$ cat src/rtl/cache_pkg.sv
// Shared definitions for the direct-mapped cache controller: line field
// positions and controller states.
package cache_pkg;

  localparam int unsigned LINE_W    = 20;
  localparam int unsigned VALID_BIT = 19;
  localparam int unsigned DIRTY_BIT = 18;
  localparam int unsigned TAG_HI    = 17;
  localparam int unsigned TAG_LO    = 16;

  typedef enum logic [2:0] {
    StInit,
    StIdle,
    StLookup,
    StWriteback,
    StRefill,
    StFill,
    StResp
  } state_e;

endpackage

$ cat src/rtl/cache_ctrl.sv
// Controller for one direct-mapped cache way: lookup, dirty write-back,
// refill from main RAM on read miss and write-allocate on write miss.
module cache_ctrl
  import cache_pkg::*;
#(
  parameter int unsigned IDX_W   = 3,
  parameter int unsigned TAG_W   = 2,
  parameter int unsigned DATA_W  = 16,
  parameter int unsigned MEM_LAT = 2
) (
  input  logic                    clk,
  input  logic                    rst,
  input  logic                    req,
  input  logic                    we,
  input  logic [TAG_W+IDX_W-1:0]  addr,
  input  logic [DATA_W-1:0]       wdata,
  output logic                    ready,
  output logic                    done,
  output logic [DATA_W-1:0]       rdata,
  output logic                    hit_o,
  output logic [IDX_W-1:0]        way_addr,
  output logic                    way_we,
  output logic [LINE_W-1:0]       way_din,
  input  logic [LINE_W-1:0]       way_q,
  output logic [TAG_W+IDX_W-1:0]  mem_addr,
  output logic                    mem_we,
  output logic [DATA_W-1:0]       mem_din,
  input  logic [DATA_W-1:0]       mem_dout
);

  localparam int unsigned CNT_W = (MEM_LAT > 1) ? $clog2(MEM_LAT) : 1;

  state_e              state_q, state_d;
  logic [IDX_W-1:0]    init_cnt_q, init_cnt_d;
  logic [CNT_W-1:0]    wait_cnt_q, wait_cnt_d;
  logic                we_q, we_d;
  logic [TAG_W-1:0]    tag_q, tag_d;
  logic [IDX_W-1:0]    idx_q, idx_d;
  logic [DATA_W-1:0]   wdata_q, wdata_d;
  logic [DATA_W-1:0]   rdata_q, rdata_d;
  logic                hit_q, hit_d;
  logic [TAG_W-1:0]    vic_tag_q, vic_tag_d;
  logic [DATA_W-1:0]   vic_data_q, vic_data_d;
  logic                hit;

  assign hit   = way_q[VALID_BIT] & (way_q[TAG_HI:TAG_LO] == tag_q);
  assign rdata = rdata_q;
  assign hit_o = hit_q;

  always_comb begin
    state_d    = state_q;
    init_cnt_d = init_cnt_q;
    wait_cnt_d = wait_cnt_q;
    we_d       = we_q;
    tag_d      = tag_q;
    idx_d      = idx_q;
    wdata_d    = wdata_q;
    rdata_d    = rdata_q;
    hit_d      = hit_q;
    vic_tag_d  = vic_tag_q;
    vic_data_d = vic_data_q;
    ready      = 1'b0;
    done       = 1'b0;
    way_addr   = idx_q;
    way_we     = 1'b0;
    way_din    = '0;
    mem_addr   = '0;
    mem_we     = 1'b0;
    mem_din    = '0;

    unique case (state_q)
      StInit: begin
        way_we     = 1'b1;
        way_addr   = init_cnt_q;
        init_cnt_d = init_cnt_q + IDX_W'(1);
        if (init_cnt_q == '1) state_d = StIdle;
      end
      StIdle: begin
        ready    = 1'b1;
        // Present the index now so way_q is valid during the lookup cycle.
        way_addr = addr[IDX_W-1:0];
        if (req) begin
          we_d    = we;
          tag_d   = addr[TAG_W+IDX_W-1:IDX_W];
          idx_d   = addr[IDX_W-1:0];
          wdata_d = wdata;
          state_d = StLookup;
        end
      end
      StLookup: begin
        hit_d      = hit;
        vic_tag_d  = way_q[TAG_HI:TAG_LO];
        vic_data_d = way_q[DATA_W-1:0];
        wait_cnt_d = '0;
        if (hit) begin
          if (we_q) begin
            way_we  = 1'b1;
            way_din = {1'b1, 1'b1, tag_q, wdata_q};
          end else begin
            rdata_d = way_q[DATA_W-1:0];
          end
          state_d = StResp;
        end else if (way_q[VALID_BIT] && way_q[DIRTY_BIT]) begin
          state_d = StWriteback;
        end else begin
          state_d = we_q ? StFill : StRefill;
        end
      end
      StWriteback: begin
        mem_we     = 1'b1;
        mem_addr   = {vic_tag_q, idx_q};
        mem_din    = vic_data_q;
        wait_cnt_d = '0;
        state_d    = we_q ? StFill : StRefill;
      end
      StRefill: begin
        mem_addr = {tag_q, idx_q};
        if (wait_cnt_q == CNT_W'(MEM_LAT - 1)) begin
          state_d = StFill;
        end else begin
          wait_cnt_d = wait_cnt_q + CNT_W'(1);
        end
      end
      StFill: begin
        way_we = 1'b1;
        if (we_q) begin
          way_din = {1'b1, 1'b1, tag_q, wdata_q};
        end else begin
          // Address is held so mem_dout stays valid through the fill cycle.
          mem_addr = {tag_q, idx_q};
          way_din  = {1'b1, 1'b0, tag_q, mem_dout};
          rdata_d  = mem_dout;
        end
        state_d = StResp;
      end
      StResp: begin
        done    = 1'b1;
        state_d = StIdle;
      end
      default: state_d = StInit;
    endcase

    // Outputs are quiet while reset is held, aborting any write-back in flight.
    if (rst) begin
      ready    = 1'b0;
      done     = 1'b0;
      way_addr = '0;
      way_we   = 1'b0;
      way_din  = '0;
      mem_addr = '0;
      mem_we   = 1'b0;
      mem_din  = '0;
    end
  end

  always_ff @(posedge clk) begin
    if (rst) begin
      state_q    <= StInit;
      init_cnt_q <= '0;
      wait_cnt_q <= '0;
      we_q       <= 1'b0;
      tag_q      <= '0;
      idx_q      <= '0;
      wdata_q    <= '0;
      rdata_q    <= '0;
      hit_q      <= 1'b0;
      vic_tag_q  <= '0;
      vic_data_q <= '0;
    end else begin
      state_q    <= state_d;
      init_cnt_q <= init_cnt_d;
      wait_cnt_q <= wait_cnt_d;
      we_q       <= we_d;
      tag_q      <= tag_d;
      idx_q      <= idx_d;
      wdata_q    <= wdata_d;
      rdata_q    <= rdata_d;
      hit_q      <= hit_d;
      vic_tag_q  <= vic_tag_d;
      vic_data_q <= vic_data_d;
    end
  end

endmodule

$ cat config.mk
export PLATFORM = sky130hd
export DESIGN_NAME = cache_ctrl
export DESIGN_NICKNAME = d
export VERILOG_FILES = /design/src/rtl/cache_pkg.sv /design/src/rtl/cache_ctrl.sv
export SDC_FILE = /design/constraint.sdc
export NUM_CORES = 1
export LEC_CHECK = 0
export CAP_MARGIN = 10
export CORE_ASPECT_RATIO = 1.25
export CORE_UTILIZATION = 49
export CTS_BUF_LIST = sky130_fd_sc_hd__clkbuf_2 sky130_fd_sc_hd__clkbuf_4 sky130_fd_sc_hd__clkbuf_8
export DETAILED_ROUTE_END_ITERATION = 10
export PLACE_DENSITY = 0.86
export REMOVE_ABC_BUFFERS = 1
export SYNTH_ARGS = -nofsm -noshare
export SYNTH_HDL_FRONTEND = slang
export SYNTH_SLANG_ARGS = --single-unit
$ cat constraint.sdc
create_clock -name clk -period 3.6 [get_ports clk]
set_input_delay 0.36 -clock clk [delete_from_list [all_inputs] [get_ports clk]]
set_output_delay 0.36 -clock clk [all_outputs]
set_load 0.03 [all_outputs]
### Word-level counts from Yosys, hierarchy flattened

Cells that the tools add are included.
Widths: inputs -> output; s select.

| storage, ports and cells | value |
|---|---|
| input bits | 61 |
| logic and storage cells | 72 |
| bits in registers | 64 |

| operators by class | value |
|---|---|
| reduce and logical (&&, ||, !) cells | 9 |
| eq/ne operators | 14 |
| muxes and demuxes | 35 |
| bitwise operators | 1 |
| add/sub/neg operators | 2 |

Operator list:

| operator | count |
|---|---|
| $mux 16 | 5 |
| $mux 20 | 3 |
| $pmux 20 s2 | 1 |
| $pmux 16 s2 | 1 |
| $pmux 3 s7 | 1 |
| $mux 19 | 1 |
| $mux 3 | 6 |
| $pmux 5 s3 | 1 |
| $eq 3x3->1 const B | 4 |
| $ne 2x2->1 const B | 6 |
| $mux 1 | 11 |
| $mux 5 | 2 |
| $eq 3x2->1 const B | 2 |
| $pmux 3 s2 | 1 |
| $pmux 1 s2 | 2 |
| $reduce_and 4->1 | 1 |
| $reduce_bool 2->1 | 2 |
| $reduce_or 2->1 | 2 |
| $add 3x1->3 const B | 1 |
| $eq 3x1->1 const B | 1 |
| $logic_not 3->1 | 1 |
| $reduce_and 3->1 | 1 |
| $eq 2x2->1 | 1 |
| $reduce_and 2->1 | 1 |
| 3 further kinds | 3 |

### Longest topological paths before layout

| logic depth | value |
|---|---|
| word-level depth | 5 |
| depth in mapped cells | 7 |
| depth with buffers taken out | 5 |

### Worst setup path after synthesis

OpenSTA, ideal clock, no wires.

| path | value |
|---|---|
| kind | register to output |
| start | register state_q[2] |
| end | output way_din[10] |
| cell stages (with the launch flop) | 7 |
| buffers on the path | 2 |
| arrival time | 1832 ps |
| path slack | 1408 ps |
| data required time | 3240 ps |
| cell sequence | dfxtp_1 > buf_2 > and2b_1 > nand2_2 > a21oi_2 > buf_2 > a22o_1 |

| on the way | value |
|---|---|
| cells in the longest elaborated chain, start to end | 3 |
| elaborated cells on any way between the ends | 4 |
| those cells by class | 2 x eq/ne; 2 x mux |

RTL lines:

| item | line | RTL |
|---|---|---|
| start, declared | cache_ctrl.sv:33 | `state_e state_q, state_d;` |
| start signal, assigned | cache_ctrl.sv:158 | `state_q <= StInit;` |
| start signal, assigned | cache_ctrl.sv:170 | `state_q <= state_d;` |
| $eq 3x3->1 or $eq 3x2->1 (tied branches) | cache_ctrl.sv:71 | `unique case (state_q)` |
| $pmux 20 s2 (*) | cache_ctrl.sv:71 |  |
| $mux 20 (*) | cache_ctrl.sv:144 | `if (rst) begin` |
| end, declared | cache_ctrl.sv:23 | `output logic [LINE_W-1:0] way_din,` |

Every way passes the cells marked *; elsewhere a longest branch is shown, timed or not.

### Worst setup path after layout

| path | value |
|---|---|
| start | register state_q[1] |
| end | output way_din[0] |

Same word-level chain as after synthesis.

==> impl_results.md <==
* Max cap viols at 0
* Average size of a mapped cell at 8.38 µm²
* # clock sinks at 64
* Most frequent cell after synthesis: nand2_1
* # port buffers at 125
* Number of enable flip-flop cells after synthesis at 0
* Synth Area in Compound Gates at 0.205
* Vias in the first global route at 2,993
* HPWL after DPL at 6.66 mm
* Worst R2R Setup Slack at 1.45 ns
* Hold_buf cts at 0
* Routed vias/inst at 5.44
* CORE AREA at 6210 µm²
* Leading area contributor after synthesis: dfxtp_1
* Largest family of logic cells by synthesized area: simple AND/OR/NAND/NOR gates
* Cell area after synthesis at 3180 µm²
* Global-route wire length before repair at 14.6 mm
* Worst slew pin tran at 0.839 ns
* Via Count at 3,162
* Die W at 74.1 µm
* Final Skew at 0.00996 ns
* Library cells used by synthesis at 43
* # H-tree levels at 3
* Clk Latency, worst-skew pair at 0.34 ns
* TritonCTS clock tree: done
* Startpoint types: register
* Worst Setup End Kind: output pin
* Final wirelength at 9.13 mm
* Drt pass-1 iters at 5
* Fin. Hold Viols at 0
* Clock slew at reported path FFs at 0.07 ns
* All-Layer GR Usage at 0.283
* Fin Setup TNS at 0 ns
* Sequential area share after synthesis at 0.403
* Min Tclk post-route at 3.34 ns
* Power Dens Cells at 314 nW/µm²
* Synth cell count leaders: nand2_1, dfxtp_1, a21oi_1
* Fin util at 0.747
* Post-synth top area share at 0.403
* FMAX at 0.300 GHz
* Final Max Slew Viols at 0
* Crit path max fanout at 18
* Row cnt at 32
* Routability Congestion at 0.898
* Area contributors post-synth: dfxtp_1, nand2_1, a21oi_1
* Initial Util at 0.513
* Post-Syn Instances at 380
* Reg2Reg Depth at 4
* Unrepaired setup endpoints after global routing: no
* P&R area growth vs syn at 45.7%
* Slew HR at 0.439
* I/O pins at 126
* DR WL/cell at 15.7 µm
* Die Ht at 92.1 µm
* DRC at 0
* Final setup fails at 0
* Mux cell area share after synthesis at 0.0692
* Initial DRC Count at 169
* Setup crit start: state_q[1]
* Min-Delay Path Class: reg2reg
* Worst setup path end: way_din[0]
* Leakage at 1.72 nW
* Layout cell share with drive strength beyond 1 at 0.0806
* Worst VDD drop at 276 µV
* Yosys warning total at 0
* Post-Synth Adder-Cell Area at 0.00786
* Antenna-violating nets left at 0
* R2R Path End: wdata_q[14]
* Crit path DAT at 2.98 ns
* Asr flop ratio synth at 0
* Fin nets at 555
* Seq cells post-synth at 64
* Clk root buf: clkbuf_8
* Synth Area in Simple Gates at 0.259
* Cts bufs inserted at 9
* XOR/XNOR Fraction of Synth Area at 0.00825
* Maximum buffer depth of the clock tree at 2
* Antenna cells at 0
* Largest net degree at the start of global routing at 43
* Remaining Overflow, GRT at 0
* Period utilisation layout at 0.927
* Required @ worst endpoint at 3.24 ns
* Min-delay src: vic_data_q[10]
* Worst r2r src: state_q[2]
* Status: finished, final reports clean
* Initial antenna violation count at 0
* Die Area at 6820 µm²
* Main flop type after synthesis: dfxtp_1
* CP Class: reg2out
* Post-CTS setup buffers at 0
* CTS resizes at 0
[worst max-delay path, cell delays in order, from the launching register on]
cell	delay [ns]
dfxtp_1	0.41
nand2b_1	0.20
or3b_1	0.38
buf_4	0.21
nor2_2	0.54
a22o_1	0.24
clkdlybuf4s50_1	0.67
[logic make-up after synthesis]
family,count (synthesis)
and+or+nand+nor,163
AOI/OAI and AO/OA,93
DFF,64
buffers and inverters,33
muxes,22
xor gates and xnor gates,3
adders and majority gates,2
[flip-flops by register name, indices dropped and copies added (netlist names)]
register and cells:
we_q 1, rdata 16, init_cnt_q 3, vic_data_q 16, tag_q 2, state_q 3, vic_tag_q 2, wdata_q 16
idx_q 3, hit_o 1, wait_cnt_q 1
[placed cells by master, fill, tap and decap left out, drive strengths merged]
cell type      synthesis  layout
and2                  21      21
clkbuf                19      11
or3b                   1       1
dfxtp                 64      64
clkdlybuf4s50          0     124
nor3                   3       3
inv                    2       2
o21ai                  3       3
or3                    1       1
a31oi                  1       1
xnor2                  3       3
and3                   2       2
ha                     2       2
clkinv                 0       3
o21ba                  1       1
nor3b                  3       3
mux2i                 22      22
nand2                 86      86
a211oi                 3       3
a21oi                 47      47
buf                   12       8
nor2b                  1       1
nand2b                 6       6
nor4b                  1       1
nand4                  2       2
or2b                   1       1
nor2                  16      16
a22o                  16      16
bufinv                 0       1
o31ai                 17      17
a22oi                  1       1
nand3                  2       2
and2b                  1       1
nand4b                16      16
o21bai                 1       1
a32oi                  2       2
a221o                  1       1
[where the power goes]
| part | internal (mW) | switching, mW |
|---|---|---|
| combinational | 0.0786 | 0.0575 |
| sequential | 0.712 | 0.00339 |
| clock | 0.339 | 0.264 |
| total | 1.13 | 0.325 |
[through the flow]
step                area [µm²]  total power, mW  instances  setup slack [ns]  hold slack, ns
finish                    4640             1.45        581             0.262           0.449
global placement          4450            0.863        566             0.708           0.437
floorplan                 3040            0.762        349            0.0117           0.426
global route              4640             1.50        581             0.133           0.465
CTS                       4640             1.46        581             0.257           0.451
detailed placement        4450            0.866        566             0.635           0.442
[cell type report]
class / instances / area (µm²)
clock buffers: 11 / 145
multi-input cells: 283 / 1750
flip-flops and latches: 64 / 1280
fillers: 474 / 1570
inverters: 2 / 7.51
repair buffers: 132 / 1300
clock inverters: 4 / 45.0
well taps: 85 / 106
[how the worst min path moves through the flow]
stage	endpoint	slack, ns	cells past startpoint
floorplan	vic_data_q[0]	0.43	2
global placement	vic_data_q[6]	0.44	2
detailed placement	vic_data_q[7]	0.44	2
CTS	vic_data_q[7]	0.45	2
global route	vic_data_q[10]	0.47	2
finish	vic_data_q[10]	0.45	2
[layer usage]
| layer | GRT usage | up-vias | part of all wire | wire length (µm) |
|---|---|---|---|---|
| li1 | - | 1556 | - | - |
| met1 | 0.366 | 1463 | 0.42 | 3850 |
| met2 | 0.447 | 126 | 0.49 | 4520 |
| met3 | 0.0527 | 17 | 0.058 | 531 |
| met4 | 0.128 | 0 | 0.025 | 227 |
| met5 | 0 | - | 0 | 0 |
Note: power is estimated with default switching activity, not from simulation.
==> RTL change 1, RTL diff (config.mk and constraints unchanged) <==
Take the reset off `wdata_q` and load it in a clocked block of its own.
--- a/src/rtl/cache_ctrl.sv
+++ b/src/rtl/cache_ctrl.sv
@@ -163,3 +163,2 @@
       idx_q      <= '0;
-      wdata_q    <= '0;
       rdata_q    <= '0;
@@ -175,3 +174,2 @@
       idx_q      <= idx_d;
-      wdata_q    <= wdata_d;
       rdata_q    <= rdata_d;
@@ -183,2 +181,6 @@
 
+  always_ff @(posedge clk) begin
+    wdata_q <= wdata_d;
+  end
+
 endmodule
Behaviour: same outputs for any inputs over 10 cycles, from zero or initial values and one cycle with rst high; that may be too few to reach the edited logic, so the function may still have changed.
==> RTL change 1 against the original RTL <==
- power up 3.4%
- final cell count decreased by 5.9%
- maximum frequency grew 10%
- critical endpoint is now way_din[8]
- largest power group unchanged
- sequential share of layout area up 3.9 points
- critical path type unchanged
- sequential cell count did not move
- worst setup slack better by 0.31 ns
- routed wire length rose by 0.87%
- cell area decreased by 1.4%
- non-clock buffer count is 2 higher
- synthesized cell count shrank 10%
- core utilization decreased by 0.55 points
- global-route usage increased by 0.12 points
- synthesized area decreased by 1.8%
- sequential power is 3.9% higher
==> RTL change 1: results (changes against the original RTL) <==
stage;metric;value;unit;change
status;run status;finished clean;;
drt;Post-Route WL;9210;um;+0.87%
place;hpwl dp;6290;um;-5.6%
final_layout;non-filler cells, final;547;;-5.9%
critical_path;CP delay by family, top;simple AND/OR/NAND/NOR gates;;
synth;sequential area share after synthesis;46.1;%;+5.9 points
final_layout;fin nets;520;;-6.3%
final_layout;layout cell share with drive strength beyond 1;12.3;%;+4.3 points
global_routing;GRT Total Usage;28.4;%;+0.12 points
clock_tree;clk_lat worst skew;0.34;ns;about the same
clock_tree;CTS root buf;clkbuf_8;;
place;routability congestion estimate;0.866;;-3.6%
clock_tree;maximum root-to-sink buffer count;2;;unchanged
critical_path;slowest stage delay, CP;0.56;ns;-0.11 ns
power_and_ir_drop;worst ir drop on vdd;0.000240;V;-13%
global_routing;GRT met3 Usage;7.88;%;+2.6 points
sta;Clock Skews;0.00775;ns;-0.00221 ns
place;PortBufs;125;;unchanged
synth;Synth area leaders;dfxtp_1, edfxtp_1, a21oi_1;;
synth;Post-synth EDFFs;16;;+16
clock_tree;buffer count from post-CTS setup fixing;0;;unchanged
critical_path;Worst Path Max Fanout;17;;-1
synth;Post-synth top cells;dfxtp_1, nand2_1, a21oi_1;;
worst_hold_path;worst hold path type;in -> reg;;
sta;worst-margin pin slew;0.969;ns;+0.130 ns
global_routing;largest net degree at the start of global routing;61;;+42%
drt;Starting DRT DRC Count;203;;+20%
synth;Netlist cell types;42;;-2.3%
global_routing;met1 usage;32.6;%;-4.1 points
drt;vias post-DR;2992;;-5.4%
place;# placed instances;531;;-6.2%
drt;drt pass-1 iters;4;;-1
power_and_ir_drop;leakage power;1.62;nW;-5.7%
power_and_ir_drop;Sw Share;22.1;%;-0.25 points
global_routing;wire length of the first global-routing pass;14600;um;about the same
global_routing;M2 GR Usage;48.7;%;+4.0 points
critical_path;crit path max-delay cell type;nor2_2;;
synth;Post-synth top flop;dfxtp_1;;
critical_path;crit path DAT;2.67;ns;-0.31 ns
synth;Syn Area/Cell;9.17;sq um;+9.4%
synth;synth warn;0;;unchanged
==> RTL change 1: worst paths after layout <==
| check | from | to | depth (start not counted) | slack, ns |
|---|---|---|---|---|
| max | state_q[0] | way_din[8] | 7 | 0.57 |
| min | rst | state_q[0] | 3 | 0.40 |
| max reg2reg | state_q[1] | state_q[0] | 4 | 1.46 |
| min reg2reg | vic_data_q[9] | vic_data_q[9] | 2 | 0.45 |
==> RTL change 1: logic make-up after synthesis <==
family                     Yosys count  synth area share [%]
AOI/OAI and AO/OA                   90                  18.9
xor gates and xnor gates             3                 0.841
adders and majority gates            2                 0.801
buffers and inverters               29                  4.36
DFF                                 64                  46.1
muxes                               26                  8.97
and+or+nand+nor                    127                  20.0
==> RTL change 1: metal layers <==
| layer | share of wire, % | vias to the layer above | wire length (um) |
|---|---|---|---|
| met5 | 0 | - | 0 |
| li1 | - | 1444 | - |
| met1 | 40 | 1391 | 3710 |
| met4 | 3.4 | 0 | 317 |
| met2 | 50 | 129 | 4580 |
| met3 | 6.5 | 28 | 596 |
==> RTL change 1: cell type report <==
cell class	count	area [sq um]
tap	85	106
clock buffer	11	151
multi-input combinational	248	1550
fill	479	1590
sequential	64	1440
clock inverter	5	55.1
timing repair buffer	134	1270
==> RTL change 1: power by group through the flow <==
stage | logic (W) | registers (W) | clock network (W)
after global routing | 0.000130 | 0.000743 | 0.000682
after CTS | 0.000123 | 0.000743 | 0.000642
after detailed placement | 0.000121 | 0.000760 | 0
after global placement | 0.000120 | 0.000760 | 0
after floorplan | 0.0000286 | 0.000759 | 0
final | 0.000123 | 0.000743 | 0.000637
==> RTL change 1: worst min-delay path: cells and delay by family <==
| family | cells | cell delay (ns) |
|---|---|---|
| and+or+nand+nor | 1 | 0.15 |
| AOI/OAI and AO/OA | 1 | 0.08 |
| buffers and inverters | 1 | 0.09 |
==> RTL change 1: through the flow <==
| step | hold WS, ns | worst slack, ns | power [W] | util, % | area [sq um] |
|---|---|---|---|---|---|
| final | 0.399 | 0.568 | 0.00150 | 74.2 | 4570 |
| after global routing | 0.421 | 0.374 | 0.00156 | 74.2 | 4570 |
| after CTS | 0.395 | 0.586 | 0.00151 | 74.2 | 4570 |
| after detailed placement | 0.444 | 0.754 | 0.000881 | 70.8 | 4370 |
| after global placement | 0.438 | 0.846 | 0.000880 | 70.8 | 4370 |
| after floorplan | 0.426 | 0.623 | 0.000788 | - | 2990 |
==> RTL change 2, RTL diff (same settings) <==
Made on the original files. Reset style: asynchronous (`rst`), changed in one clocked block.
--- a/src/rtl/cache_ctrl.sv
+++ b/src/rtl/cache_ctrl.sv
@@ -155,3 +155,3 @@
 
-  always_ff @(posedge clk) begin
+  always_ff @(posedge clk or posedge rst) begin
     if (rst) begin
Check against the original RTL: no difference found for any inputs over 10 cycles, from zero or initial values and one cycle with rst high; that may be too few to reach the edited logic, so the function may still have changed.
==> RTL change 2 against the original RTL <==
- clock skew about the same
- synthesized area rose by 6.7%
- cell area grew 5.5%
- worst setup slack improved by 0.14 ns
- sequential cell count unchanged
- synthesized cell count decreased by 14%
- routed wire length increased by 0.67%
- largest cell class unchanged
Power is not compared: it rests on default switching activity, and its combinational part moved more than twofold at a synthesized area within 25%.
==> RTL change 2: results (changes against the original RTL) <==
stage;metric;value;unit;change
critical_path;crit path DAT;2.84;ns;-0.14 ns
critical_path;CP delay by family, top;buffers and inverters;;
final_layout;fin nets;510;;-8.1%
critical_path;Worst Path Max Fanout;17;;-1
global_routing;GRT Total Usage;26.2;%;-2.0 points
global_routing;vias in the first global route;2928;;-2.2%
status;run status;finished clean;;
final_layout;layout cell share with drive strength beyond 1;19.0;%;+11 points
drt;via/cell ratio;5.45;;about the same
synth;Netlist cell types;39;;-9.3%
synth;Post-synth top flop;dfrtp_1;;
global_routing;wire length of the first global-routing pass;14500;um;-0.66%
critical_path;FF-to-FF End;rdata[10];;
sta;Clock Skews;0.0104;ns;+0.000452 ns
final_layout;fillers;473;;-0.21%
global_routing;largest net degree at the start of global routing;65;;+51%
place;hpwl dp;6650;um;-0.22%
clock_tree;CTS root buf;clkbuf_8;;
drt;Post-Route WL;9190;um;+0.67%
synth;share of the synthesized area in the top cell type;47.2;%;+6.9 points
synth;Synth area leaders;dfrtp_1, mux2_2, nand2_1;;
global_routing;met1 usage;31.6;%;-5.0 points
global_routing;M2 GR Usage;45.5;%;+0.80 points
worst_hold_path;Cells on Worst Hold Path;1;;-1
place;routability congestion estimate;0.868;;-3.3%
sta;relative slew slack;45.7;%;+1.8 points
worst_hold_path;min-delay src;wdata_q[11];;
synth;Async SR Flop Fraction;100;%;+100 points
clock_tree;buffer count from post-CTS setup fixing;0;;unchanged
worst_hold_path;Hold Path End;wdata_q[11];;
critical_path;R2R Setup Slk;1.26;ns;-0.19 ns
synth;sequential area share after synthesis;47.2;%;+6.9 points
synth;Post-synth top cells;nand2_1, dfrtp_1, mux2_2;;
==> RTL change 2: cell count changes in the layout (fill, tap and decap cells not counted), moves of 5 or more <==
cell / unedited run / this run
a21oi_1: 46 / 22
nand4b_1: 16 / 0
dfrtp_1: 0 / 64
nor2_1: 15 / 10
mux2_4: 0 / 10
o31ai_2: 10 / 0
o31ai_1: 7 / 0
nand2_1: 85 / 70
dfxtp_1: 64 / 0
nand3_1: 2 / 16
a22o_1: 16 / 0
mux2_2: 0 / 45
mux2i_1: 22 / 3
==> RTL change 2: how the worst max path moves through the flow <==
| stage | from | to | slack [ns] | cells after the start |
|---|---|---|---|---|
| after floorplan | state_q[0] | way_din[16] | 0.90 | 4 |
| after global placement | way_q[17] | way_din[7] | 0.70 | 6 |
| after detailed placement | way_q[17] | way_din[8] | 0.61 | 6 |
| after CTS | state_q[0] | way_din[9] | 0.39 | 5 |
| after global routing | state_q[0] | way_din[8] | 0.27 | 5 |
| final | state_q[0] | way_din[8] | 0.40 | 5 |
==> RTL change 2: logic make-up (layout without fill, tap and decap cells) <==
group / after synthesis / count (layout) / share of synthesized area, %
xor+xnor: 3 / 3 / 0.995
simple gates: 129 / 129 / 18.3
compound gates: 38 / 38 / 7.00
fa+ha+maj: 2 / 2 / 0.737
buf+inv: 28 / 155 / 4.61
mux: 61 / 61 / 21.2
flops: 64 / 64 / 47.2
==> RTL change 2: stage by stage <==
stage	instance area (sq um)	std cells	power, W	hold WS, ns	setup slack, ns
after CTS	4890	539	0.00392	0.495	0.392
after floorplan	3270	304	0.00255	0.453	0.905
after global routing	4890	539	0.00412	0.508	0.267
after detailed placement	4680	523	0.00327	0.480	0.605
final	4890	539	0.00390	0.496	0.401
after global placement	4680	523	0.00319	0.476	0.704
==> RTL change 2: layout make-up <==
cell class / instances / area (sq um) / area share (%)
clock buffers: 13 / 166 / 3.40
repair buffers: 132 / 1300 / 26.7
well taps: 87 / 109 / 2.23
inverters: 7 / 26.3 / 0.537
flip-flops and latches: 64 / 1600 / 32.8
multi-input cells: 233 / 1640 / 33.6
clock inverters: 3 / 40.0 / 0.819
==> RTL change 2: power groups by stage <==
stage | combinational, W | clock, W | sequential (W)
CTS | 0.00192 | 0.000643 | 0.00136
floorplan | 0.00106 | 0 | 0.00149
detailed placement | 0.00190 | 0 | 0.00137
global route | 0.00203 | 0.000674 | 0.00141
global placement | 0.00186 | 0 | 0.00134
finish | 0.00191 | 0.000637 | 0.00136
==> RTL change 2: per-layer routing <==
layer  vias to the layer above  part of all wire [%]
li1                       1354                     -
met2                       121                    52
met4                         0                   2.7
met3                        19                   5.2
met1                      1441                    40
met5                         -                     0
